### config.mk
export PLATFORM = sky130hd
export DESIGN_NAME = cm_nest_cnt
export DESIGN_NICKNAME = d
export VERILOG_FILES = /design/src/rtl/cm_nest_cnt.sv
export SDC_FILE = /design/constraint.sdc
export NUM_CORES = 1
export LEC_CHECK = 0
export ABC_AREA = 1
export BUFFER_PORTS_ARGS = -buffer_cell sky130_fd_sc_hd__buf_2
export CELL_PAD_IN_SITES_DETAIL_PLACEMENT = 1
export CELL_PAD_IN_SITES_GLOBAL_PLACEMENT = 1
export CORE_ASPECT_RATIO = 0.5
export CORE_UTILIZATION = 43
export DETAILED_ROUTE_END_ITERATION = 16
export PLACE_DENSITY = 0.95
export SLEW_MARGIN = 0
export SYNTH_ARGS = -nofsm -noshare
export SYNTH_HDL_FRONTEND = slang
export SYNTH_SLANG_ARGS = --single-unit
### constraint.sdc
create_clock -name I_clk -period 4.9 [get_ports I_clk]
set_input_delay 1.225 -clock I_clk [delete_from_list [all_inputs] [get_ports I_clk]]
set_output_delay 1.225 -clock I_clk [all_outputs]
set_load 0.01 [all_outputs]
### src/rtl/cm_nest_cnt.sv
// cm_nest_cnt: three-level (x fastest, then y, then c) index walker
// for the feature-map fetch path, one tuple per valid/ready beat.
module cm_nest_cnt #(
   parameter int C_WIDTH = 8
) (
   input  logic               I_clk,
   input  logic               I_rst_n,
   input  logic               I_start,
   input  logic               I_clr,
   input  logic [C_WIDTH-1:0] I_x_upper,
   input  logic [C_WIDTH-1:0] I_y_upper,
   input  logic [C_WIDTH-1:0] I_c_upper,
   input  logic               I_ready,
   output logic               O_valid,
   output logic [C_WIDTH-1:0] O_x,
   output logic [C_WIDTH-1:0] O_y,
   output logic [C_WIDTH-1:0] O_c,
   output logic               O_last,
   output logic               O_busy,
   output logic               O_done
);

   typedef enum logic [1:0] {
      IDLE = 2'd0,
      RUN  = 2'd1,
      DONE = 2'd2
   } state_t;

   state_t             state, state_nxt;
   logic [C_WIDTH-1:0] x, y, c;
   logic [C_WIDTH-1:0] x_nxt, y_nxt, c_nxt;
   logic [C_WIDTH-1:0] xu, yu, cu;
   logic               latch;
   logic               hs;
   logic               x_end, y_end, last;

   assign x_end = (x == xu);
   assign y_end = (y == yu);
   assign last  = (state == RUN) && x_end && y_end && (c == cu);
   assign hs    = (state == RUN) && I_ready;

   always_ff @(posedge I_clk or negedge I_rst_n) begin
      if (!I_rst_n) begin
         state <= IDLE;
         x     <= '0;
         y     <= '0;
         c     <= '0;
         xu    <= '0;
         yu    <= '0;
         cu    <= '0;
      end else begin
         state <= state_nxt;
         x     <= x_nxt;
         y     <= y_nxt;
         c     <= c_nxt;
         if (latch) begin
            xu <= I_x_upper;
            yu <= I_y_upper;
            cu <= I_c_upper;
         end
      end
   end

   // Compare-before-increment keeps all-ones bounds overflow-free.
   always_comb begin
      state_nxt = state;
      x_nxt     = x;
      y_nxt     = y;
      c_nxt     = c;
      latch     = 1'b0;
      if (I_clr) begin
         state_nxt = IDLE;
         x_nxt     = '0;
         y_nxt     = '0;
         c_nxt     = '0;
      end else begin
         unique case (state)
            IDLE: begin
               x_nxt = '0;
               y_nxt = '0;
               c_nxt = '0;
               if (I_start) begin
                  latch     = 1'b1;
                  state_nxt = RUN;
               end
            end
            RUN: begin
               if (hs) begin
                  if (last) begin
                     state_nxt = DONE;
                     x_nxt     = '0;
                     y_nxt     = '0;
                     c_nxt     = '0;
                  end else if (!x_end) begin
                     x_nxt = x + 1'b1;
                  end else begin
                     x_nxt = '0;
                     if (!y_end) begin
                        y_nxt = y + 1'b1;
                     end else begin
                        y_nxt = '0;
                        c_nxt = c + 1'b1;
                     end
                  end
               end
            end
            DONE: begin
               state_nxt = IDLE;
            end
            default: begin
               state_nxt = IDLE;
               x_nxt     = '0;
               y_nxt     = '0;
               c_nxt     = '0;
            end
         endcase
      end
   end

   assign O_valid = (state == RUN);
   assign O_busy  = (state == RUN) || (state == DONE);
   assign O_done  = (state == DONE);
   assign O_x     = x;
   assign O_y     = y;
   assign O_c     = c;
   assign O_last  = last;

endmodule

### Yosys cells after proc, flatten, opt, wreduce, memory -nomap -nowiden

Index checks and enable logic that the tools add are counted.

* register bits after elaboration: 50

* multiplexer cells: 25
* add/sub/neg operators: 3
* reduce and logical (&&, ||, !) cells: 10
* equality and inequality tests: 11

Operators with widths (number)
* 8-bit two-way mux: 14
* 8-bit case mux with 2 select lines: 3
* 8-bit by 1-bit adder with 8-bit output (second input constant): 3
* 8-bit == test: 3
* 2-bit two-way mux: 4
* 4-bit by 2-bit inequality test with 1-bit output (second input constant): 2
* 3-bit by 2-bit inequality test with 1-bit output (second input constant): 2
* 3-bit AND reduction: 2
* 1-bit logical AND: 4
* 2-bit case mux with 2 select lines: 1
* 4-bit AND reduction: 1
* 1-bit two-way mux: 3
* 3-bit inequality test (second input constant): 1
* 2-bit by 1-bit == test with 1-bit output (second input constant): 1
* 2-bit == test (second input constant): 1
* 2-bit logical NOT: 1
* 2-bit inequality test (second input constant): 1
* 2-bit AND reduction: 1
* 1-bit logical OR: 1

### Longest topological paths before layout

Gate-level depths: netlist of the first run.

* depth in word-level cells: 8
* gate-level depth with buffers: 14

### Least setup slack after synthesis of the first run

No wires, ideal clock.

* kind: register to output
* from: register state[1]
* to: output O_last
* stages on the path, launching flop included: 9
* data required time: 3675 ps
* path slack: 2386 ps
* arrival: 1289 ps
* path buffers: 0
* cell sequence: dfrtp_1 -> inv_1 -> ha_1 -> inv_2 -> nor2_1 -> nand3b_1 -> nor2_1 -> nand3_2 -> inv_1

* word-level cells in the longest chain between the ends: 4

Ends and longest elaborated chain
* start, declared: line 29 `state_t state, state_nxt;`
* start signal, assigned: line 52 `state <= state_nxt;`
* 2-bit by 1-bit == test with 1-bit output
* named net O_valid: line 14 `output logic O_valid,`
* 1-bit logical AND (3 in series): line 39 `assign last = (state == RUN) && x_end && y_end && (c == cu);`
* end, declared: line 18 `output logic O_last,`

The timed path passes the listed nets, and every way through them passes these cells.

### Final worst setup path of the first run

* from: register state[1]
* to: output O_last

* word-level cells in the longest chain between the ends: 4

Ends and longest elaborated chain (line)
* 2-bit by 1-bit == test with 1-bit output: 39
* 1-bit logical AND (3 in series): 39

No other way between the ends.

==> results.cfg, run 1 <==
[synthesis]
syn_avg_cell_area_sq_um = 7.593
synth_area_sq_mm = 0.002977
yosys-top-cells-area = dfrtp_1 42%, nand2_1 13%, nor2_1 7.6%
synth_edf_count = 0
synth_nets = 427
yosysMostFrequentCell = nand2_1
yosysTopAreaCell = dfrtp_1
synth_cell_types = 33
yosysWarningCount = 0
synth-async-reset-ratio_pct = 100.0
synth_top_area_share_pct = 42.03
ys.flop_type = dfrtp_1
seq_area_frac_synth_pct = 42.03
synth_seq_cells = 50
synth_cells = 392
synth_top_cells_by_count = 103 x nand2_1, 60 x nor2_1, 50 x dfrtp_1, 49 x inv_1, 20 x a21oi_1

[power_and_ir_drop]
power_mw = 1.184
ir_drop_mv = 0.1563
power.density_mw_per_mm2 = 338.2
cellLeakagePower_nw = 1.820

[sta]
min_period_ns = 3.068
max_slew_margin_pct = 43.33
slew_viol_final = 0
rsz0062_at_grt = false
setup_viol = 0
fmax_mhz = 326.0
setup_tns_ns = 0
hold_ws_ns = 0.5305
finalHoldViolations = 0
fin_ws_ns = 1.832
skew_ns = 0.002825
min_period_over_period_pct = 62.61
tightest_slew_ns = 0.8490

[clocking]
cts_resized = 0
path_clk_slew_ns = 0.07
htreeDepth = 2
cts_hold_buf = 0
cts_tree = done
post_cts_buffers = 0
cts_inserted_buffers = 5
clock_path_buffers = 2
clkLatencyLatePin_ns = 0.29
clock_sinks = 50
root_buffer = clkbuf_16

[floorplan]
fp.coreArea_sq_mm = 0.006356
dieArea_sq_mm = 0.007279
start_util_pct = 46.83
die_h_microns = 60.83
rows = 20
fp.dieW_microns = 119.7
pin_count = 57

[outcome]
status = complete, no violations

[global_routing]
grt_use_total_pct = 25.49
grt_start_max_net_pins = 51
grt_pass1_wl_mm = 13.88
gr-total-overflow = 0
antenna_found_initial = 0
grt_pass1_vias = 2868

[placed_design]
pre_cts_slack_ns = 2.011
dp_cells = 529
place.gp.congestion = 0.8367
numPortBuffers = 56
place_hpwl_mm = 5.955
placed_cell_area_sq_mm = 0.003339

[critical_path]
cp-startpoint = state[1]
r2r-end = O_c[7]
rrSetupSlack_ns = 2.69
crit_path_end = O_last
crit_arrival_ns = 1.84
crit_required_ns = 3.67
crit_fanout = 5
critPathKind = reg -> out
endpoint_kind = output port
rr_worst_depth = 12
r2r-start = state[1]
startpoint_type = flip-flop

[layout]
drive_gt1_share_pct = 20.94
fin_util_pct = 55.10
num_antenna_cells = 0
final_cells = 537
finalNetCount = 483
final_area_sq_mm = 0.003502
area_delta_synth_final_pct = 17.65

[min_path]
hp-class = reg -> reg

[detailed_routing]
dr_wl_met2_mm = 4.095
top_layer = met4
wl_met1_mm = 3.752
wl_met3_microns = 354
first_pass_iters = 4
num_vias = 2741
dr.first_iter.drc_count = 130
wl_per_cell_microns = 15.67
drc = 0
detail_route.wirelength_mm = 8.415
antenna_left = 0
viasPerCell = 5.104

[run]
cap_viol_max_count = 0
power by group:
| group | switching [mW] | leakage (nW) | internal [mW] | total [mW] |
|---|---|---|---|---|
| combinational | 0.166 | 1.11 | 0.108 | 0.274 |
| clock | 0.154 | 0.0781 | 0.242 | 0.396 |
| sequential | 0.0481 | 0.629 | 0.466 | 0.514 |
| total | 0.369 | 1.82 | 0.815 | 1.18 |
routing by layer:
metal | GRT usage (%) | vias to the layer above
li1 | - | 1325
met1 | 30.87 | 1337
met2 | 45.25 | 60
met3 | 5.263 | 19
met4 | 12.14 | 0
met5 | 0 | -
area by class of cell:
cell class	count	area (sq um)
sequential	50	1251
tap	88	110.1
inverter	57	216.5
timing repair buffer	57	287.8
multi-input combinational	277	1474
fill	836	2854
clock buffer	7	132.6
clock inverter	1	30.03
registers in the layout, indices dropped and copies added, names as in the netlist:
signal and count:
O_y 8, state 2, yu 8, O_x 8
O_c 8, cu 8, xu 8
worst max-delay path, stage by stage (launching register included):
cell	delay (ns)
dfrtp_1	0.40
inv_1	0.09
ha_1	0.21
inv_2	0.11
nor2_1	0.11
nand3b_1	0.09
nor2_1	0.15
nand3_2	0.14
inv_1	0.12
buf_2	0.13
layout by cell type (no fill, tap or decap), types with 3 or more instances in the layout:
cell type  Yosys  routed
nand3_1       18      17
o21ai_0        4       4
xor2_1         9       9
clkbuf_16      0       5
nor3_1         8       8
mux2_2         9       9
nand2_1      103     103
o21ai_1        8       8
nand4_1        5       5
xnor2_1        8       8
nand3_2        2       3
inv_2          7       7
a21oi_1       20      20
inv_1         49      49
ha_1           6       6
buf_2          4      56
dfrtp_1       50      50
nand3b_1       3       3
nor2_1        60      60
worst min path at each step:
stage / slack, ns / endpoint / startpoint / cells after the start
3_5_place_dp: 0.52 / state[0] / state[0] / 2
6_report: 0.53 / cu[2] / cu[2] / 2
3_3_place_gp: 0.49 / state[1] / state[1] / 2
2_1_floorplan: 0.47 / state[1] / state[1] / 2
4_1_cts: 0.53 / state[1] / state[1] / 2
5_1_grt: 0.55 / cu[7] / cu[7] / 1
cell families (layout without fill, tap and decap cells):
kind of cell | Yosys count | after routing | synth area share [%]
xor gates and xnor gates | 17 | 17 | 5.002
DFF | 50 | 50 | 42.03
buffers and inverters | 65 | 122 | 8.618
adders and majority gates | 6 | 6 | 2.522
muxes | 9 | 9 | 3.405
AOI/OAI and AO/OA | 35 | 35 | 6.390
and+or+nand+nor | 210 | 210 | 32.03
Power figures use the tool's default switching activity.
==> run 2: changes to the inputs <==
CORE_UTILIZATION = 40   (was 43)
PLACE_DENSITY = 0.89   (was 0.95)
clock period = 2.9 ns   (was 4.9 ns; I/O delays follow)
==> run 2 against run 1 <==
- clock skew about the same
- sequential share of layout area is essentially flat
- clock power rose by 41%
- worst hold slack worse by 0.13 ns
- non-clock buffer count is 3 higher
- first-iteration DRC count down 27%
- combinational power is 69% higher
==> results.cfg, run 2 (synthesis gave the netlist of run 1 again) <==
[outcome]
status = complete, no violations

[clocking]
cts_tree = done
cts_hold_buf = 0
cts_inserted_buffers = 5
path_clk_slew_ns = 0.06
clock_path_buffers = 2
htreeDepth = 2
post_cts_buffers = 0
cts_resized = 0
root_buffer = clkbuf_16
clock_sinks = 50
clkLatencyLatePin_ns = 0.29

[global_routing]
grt_pass1_wl_mm = 13.04
grt_pass1_vias = 2732
grt_start_max_net_pins = 25
grt_use_total_pct = 21.85
antenna_found_initial = 0
gr-total-overflow = 0

[sta]
rsz0062_at_grt = false
fmax_mhz = 379.9
min_period_ns = 2.632
setup_viol = 0
max_slew_margin_pct = 65.53
tightest_slew_ns = 0.5171
slew_viol_final = 0
min_period_over_period_pct = 90.76
setup_tns_ns = 0
finalHoldViolations = 0
hold_ws_ns = 0.4013
skew_ns = 0.003292

[detailed_routing]
dr_wl_met2_mm = 3.683
top_layer = met4
viasPerCell = 4.978
dr.first_iter.drc_count = 95
wl_met3_microns = 266
first_pass_iters = 4
wl_per_cell_microns = 14.12
drc = 0
num_vias = 2703
antenna_left = 0
detail_route.wirelength_mm = 7.668
wl_met1_mm = 3.673

[critical_path]
r2r-end = O_c[2]
crit_fanout = 5
crit_arrival_ns = 1.91
rr_worst_depth = 13
startpoint_type = flip-flop
crit_chain = inv_1 -> ha_1 -> inv_2 -> nor2_1 -> nand3b_1 -> nor2_1 -> nand3_2 -> inv_1 -> buf_2
worst_path_dominant_cell_family = simple AND/OR/NAND/NOR gates
crit_required_ns = 2.17
cpPeakStageDelay_ns = 0.40
r2r-start = state[1]
cpMaxStageDelayCell = dfrtp_1
rrSetupSlack_ns = 0.82
endpoint_kind = output port
cp_num_buf_inv = 4
critPathKind = reg -> out

[layout]
fin_util_pct = 50.45
drive_gt1_share_pct = 21.29
num_antenna_cells = 0
mostFrequentLayoutCells = 103 x nand2_1, 60 x nor2_1, 56 x buf_2, 50 x dfrtp_1, 49 x inv_1
final_area_sq_mm = 0.003500
nFillCells = 902
final_common_cell = nand2_1
area_delta_synth_final_pct = 17.57
finalNetCount = 486

[floorplan]
fp.dieW_microns = 124.0
rows = 21
start_util_pct = 42.91
die_h_microns = 63
fp.coreArea_sq_mm = 0.006937
pin_count = 57
dieArea_sq_mm = 0.007812

[placed_design]
numPortBuffers = 56
placed_cell_area_sq_mm = 0.003367
place.gp.congestion = 0.8269
place_hpwl_mm = 5.990

[power_and_ir_drop]
power.density_mw_per_mm2 = 540.5
cellLeakagePower_nw = 1.820
ir_drop_mv = 0.2087

[min_path]
hp-class = in -> async

[run]
cap_viol_max_count = 0
-- run 2: through the flow --
step / setup slack (ns) / power (mW) / std cells
after floorplan: 0.8859 / 1.189 / 392
after global routing: 0.1730 / 2.018 / 543
after CTS: 0.2829 / 1.918 / 543
after detailed placement: 0.6006 / 1.347 / 536
after global placement: 0.6351 / 1.318 / 536
final: 0.2680 / 1.891 / 543
-- run 2: worst max path at each step --
stage	cells after the start	start	end	slack (ns)
after floorplan	8	state[1]	O_last	0.89
after global placement	9	state[1]	O_last	0.64
after detailed placement	9	state[1]	O_last	0.60
after CTS	9	state[1]	O_last	0.28
after global routing	9	O_y[2]	O_last	0.17
final	9	state[1]	O_last	0.27
-- run 2: layout make-up --
type | count | area (sq um) | area share (%)
Clock buffer | 7 | 132.6 | 3.790
Multi-Input combinational cell | 277 | 1474 | 42.12
Tap cell | 92 | 115.1 | 3.289
Timing Repair Buffer | 60 | 310.3 | 8.867
Inverter | 57 | 216.5 | 6.185
Sequential cell | 50 | 1251 | 35.75
-- run 2: metal layers --
layer,global-route usage (%),vias to the layer above
met5,0,-
met4,4.911,0
met3,4.015,4
met2,36.18,46
met1,29.55,1311
li1,-,1342
-- run 2: where the power goes --
part,switching [mW],internal [mW],total (mW)
clock,0.244,0.316,0.560
sequential,0.0799,0.787,0.867
combinational,0.279,0.185,0.464
==> run 3: changes to the inputs <==
ABC_AREA = 0   (was 1)
CORE_UTILIZATION = 46   (was 40)
CTS_CLUSTER_DIAMETER = 120   (was unset)
PLACE_DENSITY = 0.95   (was 0.89)
clock period = 3.04 ns   (was 2.9 ns; I/O delays follow)
==> run 3 against run 2 <==
- the run now ends with design-rule violations left
- sequential power shrank 2%
- routed wire length grew 15%
- die area shrank 19%
- synthesized cell count shrank 33%
- clock power shrank 2%
- via count shrank 10%
- area after synthesis shrank 6.8%
- flip-flop and latch count is the same
- total power shrank 3.3%
- setup slack gained 0.060 ns
==> results.cfg, run 3 <==
[clocking]
root_buffer = clkbuf_16
cts_tree = done
clkLatencyLatePin_ns = 0.29
cts_hold_buf = 0
clock_path_buffers = 2
post_cts_buffers = 0
path_clk_slew_ns = 0.06
cts_inserted_buffers = 5
cts_resized = 0
htreeDepth = 2
clock_sinks = 50

[critical_path]
r2r-end = O_c[1]
crit_required_ns = 2.28
crit_arrival_ns = 1.95
r2r-start = O_x[3]
rr_worst_depth = 5
cpPeakStageDelay_ns = 0.51
cpMaxStageDelayCell = nor4_1
startpoint_type = flip-flop
crit_fanout = 6
critPathKind = reg -> out
rrSetupSlack_ns = 0.57
endpoint_kind = output port
crit_chain = xor2_1 -> nor4_1 -> nand4_2 -> nor2_1 -> buf_2

[placed_design]
numPortBuffers = 56
dp_cells = 387
placed_cell_area_sq_mm = 0.003154
place.gp.congestion = 0.8662
place_hpwl_mm = 6.237

[layout]
finalNetCount = 356
final_area_sq_mm = 0.003287
fin_util_pct = 58.34
nFillCells = 642
final_common_cell = buf_2
mostFrequentLayoutCells = 56 x buf_2, 50 x dfrtp_1, 24 x mux2_2, 20 x xor2_1, 15 x o21ai_0
area_delta_synth_final_pct = 18.49
num_antenna_cells = 0
area.sequential_sq_mm = 0.001251
final_cells = 394
multiInputGateArea_sq_mm = 0.001438
drive_gt1_share_pct = 30.84

[synthesis]
synth_edf_count = 0
seq_area_frac_synth_pct = 45.11
yosysMostFrequentCell = dfrtp_1
syn_avg_cell_area_sq_um = 10.63
synth-async-reset-ratio_pct = 100.0
synth_area_sq_mm = 0.002774
synth_top_area_share_pct = 45.11
synth_nets = 296
yosys-top-cells-area = dfrtp_1 45%, mux2_2 9.7%, xor2_1 6.3%
yosysTopAreaCell = dfrtp_1
synth_top_cells_by_count = 50 x dfrtp_1, 24 x mux2_2, 20 x xor2_1, 15 x o21ai_0, 13 x inv_1
yosysWarningCount = 0
ys.flop_type = dfrtp_1
synth_cells = 261
synth_seq_cells = 50
synth_cell_types = 44

[sta]
min_period_ns = 2.712
slew_viol_final = 0
min_period_over_period_pct = 89.20
tightest_slew_ns = 0.8840
setup_tns_ns = 0
fmax_mhz = 368.8
finalHoldViolations = 0
rsz0062_at_grt = false
skew_ns = 0.002487
max_slew_margin_pct = 41.07
setup_viol = 0

[global_routing]
gr-total-overflow = 0
grt_use_total_pct = 29.77
antenna_found_initial = 0
grt_pass1_wl_mm = 14.08
grt_start_max_net_pins = 24
grt_pass1_vias = 2619

[detailed_routing]
viasPerCell = 6.162
num_vias = 2428
wl_per_cell_microns = 22.46
first_pass_iters = 10
antenna_left = 0
dr.first_iter.drc_count = 89
detail_route.wirelength_mm = 8.850
drc = 2

[floorplan]
pin_count = 57
fp.dieW_microns = 111.8
fp.coreArea_sq_mm = 0.005634
rows = 19
dieArea_sq_mm = 0.006364
die_h_microns = 56.91
start_util_pct = 49.23

[run]
cap_viol_max_count = 0

[power_and_ir_drop]
power_mw = 1.830
cellLeakagePower_nw = 1.512
ir_drop_mv = 0.3138
power.density_mw_per_mm2 = 556.6

[outcome]
status = finished with violations
violations = design-rule violations

[min_path]
hp-class = in -> async
run 3: cell count changes after synthesis, sizes merged, moves of 5 or more:
cell,change
buf,-5
mux2,+15
o211ai,+8
nand4b,+6
a21oi,-12
nand2,-97
inv,-44
clkbuf,+6
xor2,+11
nor2,-54
nand3,-11
run 3: logic make-up after synthesis:
logic type,count (synthesis),share of synthesized area (%)
xor+xnor,27,8.525
buf+inv,22,3.068
simple gates,82,18.67
mux,28,11.19
flops,50,45.11
fa+ha+maj,6,2.706
compound gates,46,10.74
run 3: critical path, delay by kind of cell, from the launching register on:
family,cells,cell delay [ns]
buffers and inverters,1,0.14
DFF,1,0.44
xor gates and xnor gates,1,0.18
and+or+nand+nor,3,0.90
run 3: power breakdown:
group | leakage, nW | switching [mW] | internal (mW)
clock | 0.0640 | 0.247 | 0.302
sequential | 0.642 | 0.0867 | 0.762
combinational | 0.806 | 0.243 | 0.189
run 3: metrics by stage:
step | hold WS, ns | worst slack, ns
2_1_floorplan | 0.4644 | 0.6687
3_3_place_gp | 0.5096 | 0.7474
3_5_place_dp | 0.5142 | 0.6068
4_1_cts | 0.3687 | 0.3314
5_1_grt | 0.3756 | 0.2506
6_report | 0.3569 | 0.3282
run 3: worst max-delay path by stage:
stage	start	to	slack, ns	cells after the start
floorplan	O_x[6]	O_last	0.67	5
global placement	I_clr	O_y[1]	0.75	5
detailed placement	O_x[4]	O_c[1]	0.61	5
CTS	O_y[4]	O_last	0.33	5
global route	O_y[4]	O_last	0.25	5
finish	O_y[4]	O_last	0.33	5
run 3: cell type report:
cell class / count / area share [%]
Clock buffer: 7 / 4.035
Inverter: 13 / 1.485
Multi-Input combinational cell: 189 / 43.74
Sequential cell: 50 / 38.07
Tap cell: 73 / 2.779
Timing Repair Buffer: 62 / 9.897
run 3: per-layer routing:
metal / GRT usage, % / vias to the layer above / routed length (microns) / share of wire (%)
li1: - / 1066 / - / -
met4: 15.64 / 0 / 251 / 2.8
met2: 53.33 / 101 / 4571 / 52
met3: 5.616 / 29 / 480 / 5.4
met1: 34.74 / 1232 / 3545 / 40
met5: 0 / - / 0 / 0
